### config.mk
export PLATFORM = sky130hd
export DESIGN_NAME = sha256_msg_sched
export DESIGN_NICKNAME = d
export VERILOG_FILES = /design/src/rtl/sha256_msg_sched.sv
export SDC_FILE = /design/constraint.sdc
export NUM_CORES = 2
export LEC_CHECK = 0
export BUFFER_PORTS_ARGS = -buffer_cell sky130_fd_sc_hd__buf_4
export CORE_UTILIZATION = 65
export DETAILED_ROUTE_END_ITERATION = 10
export GPL_TIMING_DRIVEN = 0
export PLACE_DENSITY_LB_ADDON = 0.1
export SYNTH_ARGS = -nofsm -noshare
export SYNTH_HDL_FRONTEND = slang
export SYNTH_SLANG_ARGS = --single-unit
### constraint.sdc
create_clock -name clk -period 35.8 [get_ports clk]
set_input_delay 1.79 -clock clk [delete_from_list [all_inputs] [get_ports clk]]
set_output_delay 1.79 -clock clk [all_outputs]
set_load 0.01 [all_outputs]
### src/rtl/sha256_msg_sched.sv
// sha256_msg_sched: SHA-256 message-schedule sequencer.
// The sequencer loads one 512-bit block as 16 big-endian words W[0..15].
// It then streams W[0..NUM_ROUNDS-1], one word per handshake, from a
// 16-word sliding window.
// Optional macro MSG_SCHED_PIPE_EN: when defined, the expansion sum is
// registered before it enters the window. This cuts the rotate/adder path,
// and the block then emits one word every two cycles.
module sha256_msg_sched #(
    parameter int NUM_ROUNDS = 64
) (
    input  logic        clk,
    input  logic        rst,
    input  logic        in_valid,
    output logic        in_ready,
    input  logic [31:0] in_word,
    output logic        out_valid,
    input  logic        out_ready,
    output logic [31:0] out_word,
    output logic [5:0]  out_idx,
    output logic        out_last,
    output logic        busy,
    output logic        done
);

    localparam int DATA_W = 32;

    typedef enum logic [2:0] {
        S_IDLE,
        S_LOAD,
        S_RUN,
        S_RFSH,
        S_DONE
    } state_t;

    state_t              state;
    state_t              state_nxt;
    logic [DATA_W-1:0]   win [16];
    logic [4:0]          cnt;
    logic [5:0]          t;
    logic [DATA_W-1:0]   next_p0;
    logic                is_last;
    logic                load_shift;
    logic                xfer;
    logic                run_shift;

    // small sigma functions of the message schedule
    function automatic logic [DATA_W-1:0] sig0(input logic [DATA_W-1:0] x);
        return {x[6:0], x[31:7]} ^ {x[17:0], x[31:18]} ^ (x >> 3);
    endfunction

    function automatic logic [DATA_W-1:0] sig1(input logic [DATA_W-1:0] x);
        return {x[16:0], x[31:17]} ^ {x[18:0], x[31:19]} ^ (x >> 10);
    endfunction

    assign next_p0    = sig1(win[14]) + win[9] + sig0(win[1]) + win[0];
    assign is_last    = (t == 6'(NUM_ROUNDS - 1));
    assign load_shift = ((state == S_IDLE) || (state == S_LOAD)) && in_valid;
    assign xfer       = (state == S_RUN) && out_ready;
    assign run_shift  = xfer && !is_last;

    // state register
    always_ff @(posedge clk or posedge rst) begin
        if (rst) begin
            state <= S_IDLE;
        end else begin
            state <= state_nxt;
        end
    end

    // next-state logic
    always_comb begin
        state_nxt = state;
        case (state)
            S_IDLE: if (in_valid) state_nxt = S_LOAD;
            S_LOAD: if (in_valid && (cnt == 5'd15)) state_nxt = S_RUN;
            S_RUN: begin
                if (xfer) begin
                    if (is_last) begin
                        state_nxt = S_DONE;
                    end else begin
`ifdef MSG_SCHED_PIPE_EN
                        state_nxt = S_RFSH;
`else
                        state_nxt = S_RUN;
`endif
                    end
                end
            end
            S_RFSH: state_nxt = S_RUN;
            S_DONE: state_nxt = S_IDLE;
            default: state_nxt = S_IDLE;
        endcase
    end

    // output decode
    always_comb begin
        in_ready  = (state == S_IDLE) || (state == S_LOAD);
        out_valid = (state == S_RUN);
        out_word  = (state == S_RUN) ? win[0] : '0;
        out_idx   = t;
        out_last  = (state == S_RUN) && is_last;
        busy      = (state != S_IDLE);
        done      = (state == S_DONE);
    end

    // load counter and schedule index; both clear when the block finishes
    always_ff @(posedge clk or posedge rst) begin
        if (rst) begin
            cnt <= '0;
            t   <= '0;
        end else begin
            case (state)
                S_IDLE: if (in_valid) cnt <= 5'd1;
                S_LOAD: if (in_valid) cnt <= cnt + 5'd1;
                S_RUN:  if (run_shift) t <= t + 6'd1;
                S_DONE: begin
                    cnt <= '0;
                    t   <= '0;
                end
                default: ;
            endcase
        end
    end

`ifdef MSG_SCHED_PIPE_EN
    logic [DATA_W-1:0] nxt_p1;

    // pipeline register holding the expansion sum of the pre-shift window
    always_ff @(posedge clk or posedge rst) begin
        if (rst) begin
            nxt_p1 <= '0;
        end else if (run_shift) begin
            nxt_p1 <= next_p0;
        end
    end

    // sliding window: load shifts in input words; run shifts and refills win[15] a cycle later
    always_ff @(posedge clk or posedge rst) begin
        if (rst) begin
            for (int k = 0; k < 16; k++) win[k] <= '0;
        end else if (load_shift) begin
            for (int k = 0; k < 15; k++) win[k] <= win[k+1];
            win[15] <= in_word;
        end else if (run_shift) begin
            for (int k = 0; k < 15; k++) win[k] <= win[k+1];
        end else if (state == S_RFSH) begin
            win[15] <= nxt_p1;
        end
    end
`else
    // sliding window: load shifts in input words; run shifts in the expansion sum
    always_ff @(posedge clk or posedge rst) begin
        if (rst) begin
            for (int k = 0; k < 16; k++) win[k] <= '0;
        end else if (load_shift) begin
            for (int k = 0; k < 15; k++) win[k] <= win[k+1];
            win[15] <= in_word;
        end else if (run_shift) begin
            for (int k = 0; k < 15; k++) win[k] <= win[k+1];
            win[15] <= next_p0;
        end
    end
`endif

endmodule

## After elaboration in Yosys (flattened, before gate mapping)

Index checks and enable logic that the tools add are counted.
Widths: inputs -> output; s select.

| operators by class | value |
|---|---|
| eq/ne operators | 11 |
| bitwise logic cells | 4 |
| multiplexer cells | 13 |
| add/subtract/negate cells | 5 |
| reduce and logical (&&, ||, !) cells | 15 |

Operators with widths:

| kind | count |
|---|---|
| $mux 512 | 2 |
| $add 32x32->32 | 3 |
| $xor 32x32->32 | 2 |
| $mux 32 | 1 |
| $xor 32x22->32 | 1 |
| $xor 32x29->32 | 1 |
| $pmux 5 s3 | 1 |
| $mux 3 | 4 |
| $pmux 3 s4 | 1 |
| $pmux 6 s2 | 1 |
| $mux 5 | 2 |
| $add 6x1->6 const B | 1 |
| $eq 3x2->1 const B | 2 |
| $eq 6x6->1 const B | 1 |
| $mux 6 | 1 |
| $ne 2x1->1 const B | 3 |
| $reduce_and 3->1 | 2 |
| $reduce_bool 3->1 | 2 |
| $add 5x1->5 const B | 1 |
| $eq 5x4->1 const B | 1 |
| $logic_and 1x1->1 | 5 |
| $ne 2x2->1 const B | 2 |
| $reduce_bool 2->1 | 2 |
| $eq 3x1->1 const B | 1 |
| 5 further kinds | 5 |

| storage, ports and cells | value |
|---|---|
| logic and storage cells | 67 |
| flip-flop bits (word level) | 526 |
| output and inout port bits | 43 |
| input port bits | 36 |

## Depth between registers and ports, before layout

| logic depth | value |
|---|---|
| depth in word-level cells | 7 |
| depth in mapped cells | 19 |
| mapped depth without buffers | 18 |

## Worst setup path after synthesis

Ideal clock, no wire load.

| path | value |
|---|---|
| path type | register to register |
| start | register win[50] in the netlist's numbering |
| end | register win[23] in the netlist's numbering |
| required time | 35,663 ps |
| setup time | 137 ps |
| data arrival time | 3,976 ps |
| clock period less this slack | 4,112 ps |
| cell stages (with the launch flop) | 19 |
| buffers on the path | 1 |
| slack | 31,688 ps |
| cells stage by stage | dfrtp_1 clkbuf_1 xor2_1 xnor2_1 fa_1 fa_1 inv_1 ha_1 inv_1 fa_1 nor2b_4 o31a_1 o31a_1 or4_4 nand3_1 and2_2 o21a_2 xor2_1 a21oi_1 |

| on the way | value |
|---|---|
| word-level cells in the longest chain between the ends | 7 |

RTL lines:

| item | RTL line | RTL |
|---|---|---|
| from (decl) | 37 | `logic [DATA_W-1:0] win [16];` |
| $xor 32x32->32 | 52 | `return {x[16:0], x[31:17]} ^ {x[18:0], x[31:19]} ^ (x >> 10);` |
| $xor 32x22->32 * | 52 |  |
| $add 32x32->32 * (3 in series) | 55 | `assign next_p0 = sig1(win[14]) + win[9] + sig0(win[1]) + win[0];` |
| $mux 512 * | 158 | `end else if (run_shift) begin` |
| $mux 512 * | 155 | `end else if (load_shift) begin` |

Mark *: on every way between the ends. The rest lies on a longest branch, timed or not. The select of a mux whose other input is x is not followed.
A chain may end at the register's enable or synchronous reset.

## Worst setup path in the final report

| path | value |
|---|---|
| start | register win[50] in the netlist's numbering |
| end | register win[27] in the netlist's numbering |

The elaborated chain is that of the path after synthesis.

==> metrics.cfg <==
[flow_run]
maxCapViolCount = 0

[clock_network]
clockBufferDepth = 3
clkLatencyLatePin_ns = 0.60
cts_resized = 0
cts_hold_buf = 0
tritoncts = yes
h-tree-depth = 2
cts_buffers = 51
clk_pin_slew_worst_paths_ns = 0.06
cts_setup_buffers = 0
cts.sinks = 526
root_buffer = clkbuf_16

[cells_and_area]
multi_input_area_um2 = 10050
final_cell_mix = nand2_1 (1308), dfrtp_1 (526), clkbuf_1 (161)
drive_gt1_frac = 0.06487
area_delta_synth_final_pct = 12.18
diodes = 0
final_common_cell = nand2_1
regArea_um2 = 13160
nNetsFinal = 3024
fill_cells = 2728

[placement]
gp_congestion = 1.032
port_buffers = 78
place.detailed.hpwl_um = 49000

[setup_path]
critPathMaxFanout = 5
reg2reg_slack_ns = 30.99
r2r_start = win[50]
cp-start-kind = flip-flop
endpoint_kind = flip-flop
worstSetupPathType = reg -> reg
rr_endpoint = win[27]
critPathLaunch = win[50]
crit_required_ns = 36.26
ff2ff_path_depth = 18
arrival_ns = 5.27

[yosys]
ys_seq_elements = 526
yosysUniqueCellTypes = 61
netlist_area_um2 = 24370
synth_edf_count = 0
seq_area_frac_synth = 0.5402
synth.avg_cell_area_um2 = 8.838
netlist_instances = 2757
ys_warn_count = 0
ys_async_sr_fraction = 1.000
synth_fp_nets = 2889
synth-main-ff-cell = dfrtp_1

[detailed_routing]
drtIter0Drc = 1498
drt_wl_total_um = 65680
first_pass_iters = 6
routed_via_density = 5.570
wl_per_cell_um = 19.34
drc = 0
vias = 18920
ant_nets = 0

[timing]
setup_tns_ns = 0
drv_slew = 0
fin_crit_sh = 0.1343
maxSlewHeadroom = 0.2757
rsz0062_at_grt = no
setup_violations = 0
min_period_ns = 4.808
hold_viol_final = 0
clock.fmax_mhz = 208.0
worst_pin_slew_ns = 1.082
worst_clock_skew_ns = 0.02757

[die]
die_y_um = 195.6
row_count = 70
initial_utilization = 0.6624
core_area_um2 = 36790
die_area_um2 = 38260
die_x_um = 195.6
io_pins = 79

[min_path]
whs_endpoint = win[54]
worstHoldStart = win[22]
hold_depth = 2
hold_path.class = reg -> reg

[global_route]
grt_antenna_before_repair = 0
track_usage = 0.3599
grt_pass1_vias = 18860
grt_max_degree = 139
grt_overflow = 0
grt_pass1_wl_um = 103900

[status]
status = finished, final reports clean

## logic make-up (layout without fill, tap and decap cells)
family                     count (synthesis)  count (layout)  share of synthesized area
AOI/OAI and AO/OA                        246             246                    0.05880
xor gates and xnor gates                 145             145                    0.05212
adders and majority gates                 96              96                    0.06840
buffers and inverters                    302             474                    0.04724
DFF                                      526             526                     0.5402
muxes                                      3               3                   0.001335
and+or+nand+nor                         1439            1439                     0.2319
## per-stage QoR
stage	utilization	instance area (µm²)	std cells	setup slack (ns)	hold slack, ns
2_1_floorplan	-	24370	2757	19.31	0.4377
3_3_place_gp	0.6942	25540	3303	14.64	0.4490
3_5_place_dp	0.6974	25650	3307	31.07	0.4551
4_1_cts	0.7430	27330	3397	31.04	0.4674
5_1_grt	0.7430	27330	3397	30.76	0.4793
6_report	0.7430	27330	3397	30.99	0.4648
## synthesized netlist by cell type (2+ instances only)
| library cell | n | area share |
|---|---|---|
| nand2b_1 | 4 | 0.0010 |
| o21ai_0 | 114 | 0.023 |
| o221ai_1 | 3 | 0.0011 |
| mux2_1 | 2 | 0.00092 |
| a21o_1 | 15 | 0.0046 |
| buf_1 | 5 | 0.00077 |
| and3_1 | 12 | 0.0031 |
| nor3b_1 | 3 | 0.00092 |
| xnor2_1 | 81 | 0.029 |
| inv_1 | 132 | 0.020 |
| o211ai_1 | 3 | 0.00092 |
| dfrtp_1 | 526 | 0.54 |
| buf_2 | 14 | 0.0029 |
| o21bai_1 | 3 | 0.00092 |
| nand2_1 | 1308 | 0.20 |
| nor3_1 | 11 | 0.0023 |
| xor2_1 | 64 | 0.023 |
| ha_1 | 34 | 0.017 |
| a21oi_2 | 2 | 0.00072 |
| nor2_1 | 32 | 0.0049 |
| o21ai_1 | 5 | 0.0010 |
| nor2b_1 | 3 | 0.00077 |
| fa_1 | 62 | 0.051 |
| nand4_1 | 9 | 0.0023 |
| o22ai_1 | 9 | 0.0023 |
| nand3_1 | 13 | 0.0027 |
| o21a_1 | 5 | 0.0015 |
| a21oi_1 | 58 | 0.012 |
| a22oi_1 | 3 | 0.00092 |
| a211oi_1 | 3 | 0.00092 |
| and2_1 | 32 | 0.0082 |
| o31a_1 | 2 | 0.00072 |
| a31oi_1 | 6 | 0.0015 |
| clkbuf_1 | 151 | 0.023 |
| or3_1 | 2 | 0.00051 |
## final cells by class
type | count | share of cell area
inverter | 132 | 0.01840
clock inverter | 17 | 0.007279
multi-input combinational | 1929 | 0.3678
timing repair buffer | 82 | 0.02545
tap | 468 | 0.02142
buffer | 170 | 0.02399
sequential | 526 | 0.4816
clock buffer | 73 | 0.05411
## registers in the layout, indices dropped and copies added, names as in the netlist
register  flops
cnt           5
state         3
win         512
out_idx       6
## worst max-delay path, stage by stage (launching register included)
cell,delay (ns)
dfrtp_1,0.32
clkbuf_1,0.46
xor2_1,0.23
xnor2_1,0.16
fa_1,0.48
fa_1,0.55
inv_1,0.05
ha_1,0.20
inv_1,0.07
fa_1,0.24
nor2b_4,0.06
o31a_1,0.27
o31a_1,0.32
or4_4,0.51
nand3_1,0.13
and2_2,0.18
o21a_2,0.15
mux2i_1,0.21
nand2_1,0.08
## per-layer routing
layer / wire length [µm] / GRT usage / share of wire / vias up
li1: - / - / - / 8764
met1: 27530 / 0.4971 / 0.42 / 9325
met2: 30710 / 0.5735 / 0.47 / 682
met3: 4257 / 0.04680 / 0.065 / 150
met4: 3183 / 0.1683 / 0.048 / 0
met5: 0 / 0 / 0 / -
## worst max path at each step
stage / depth (start not counted) / slack, ns / endpoint
final: 18 / 30.99 / win[27]
after global routing: 16 / 30.76 / win[29]
after CTS: 15 / 31.04 / win[28]
after detailed placement: 18 / 31.07 / win[27]
after global placement: 2 / 14.64 / win[49]
after floorplan: 1 / 19.31 / cnt[0]
Power is not shown: default switching activity piles up to over one toggle a cycle in this logic, so the estimate is an artifact.
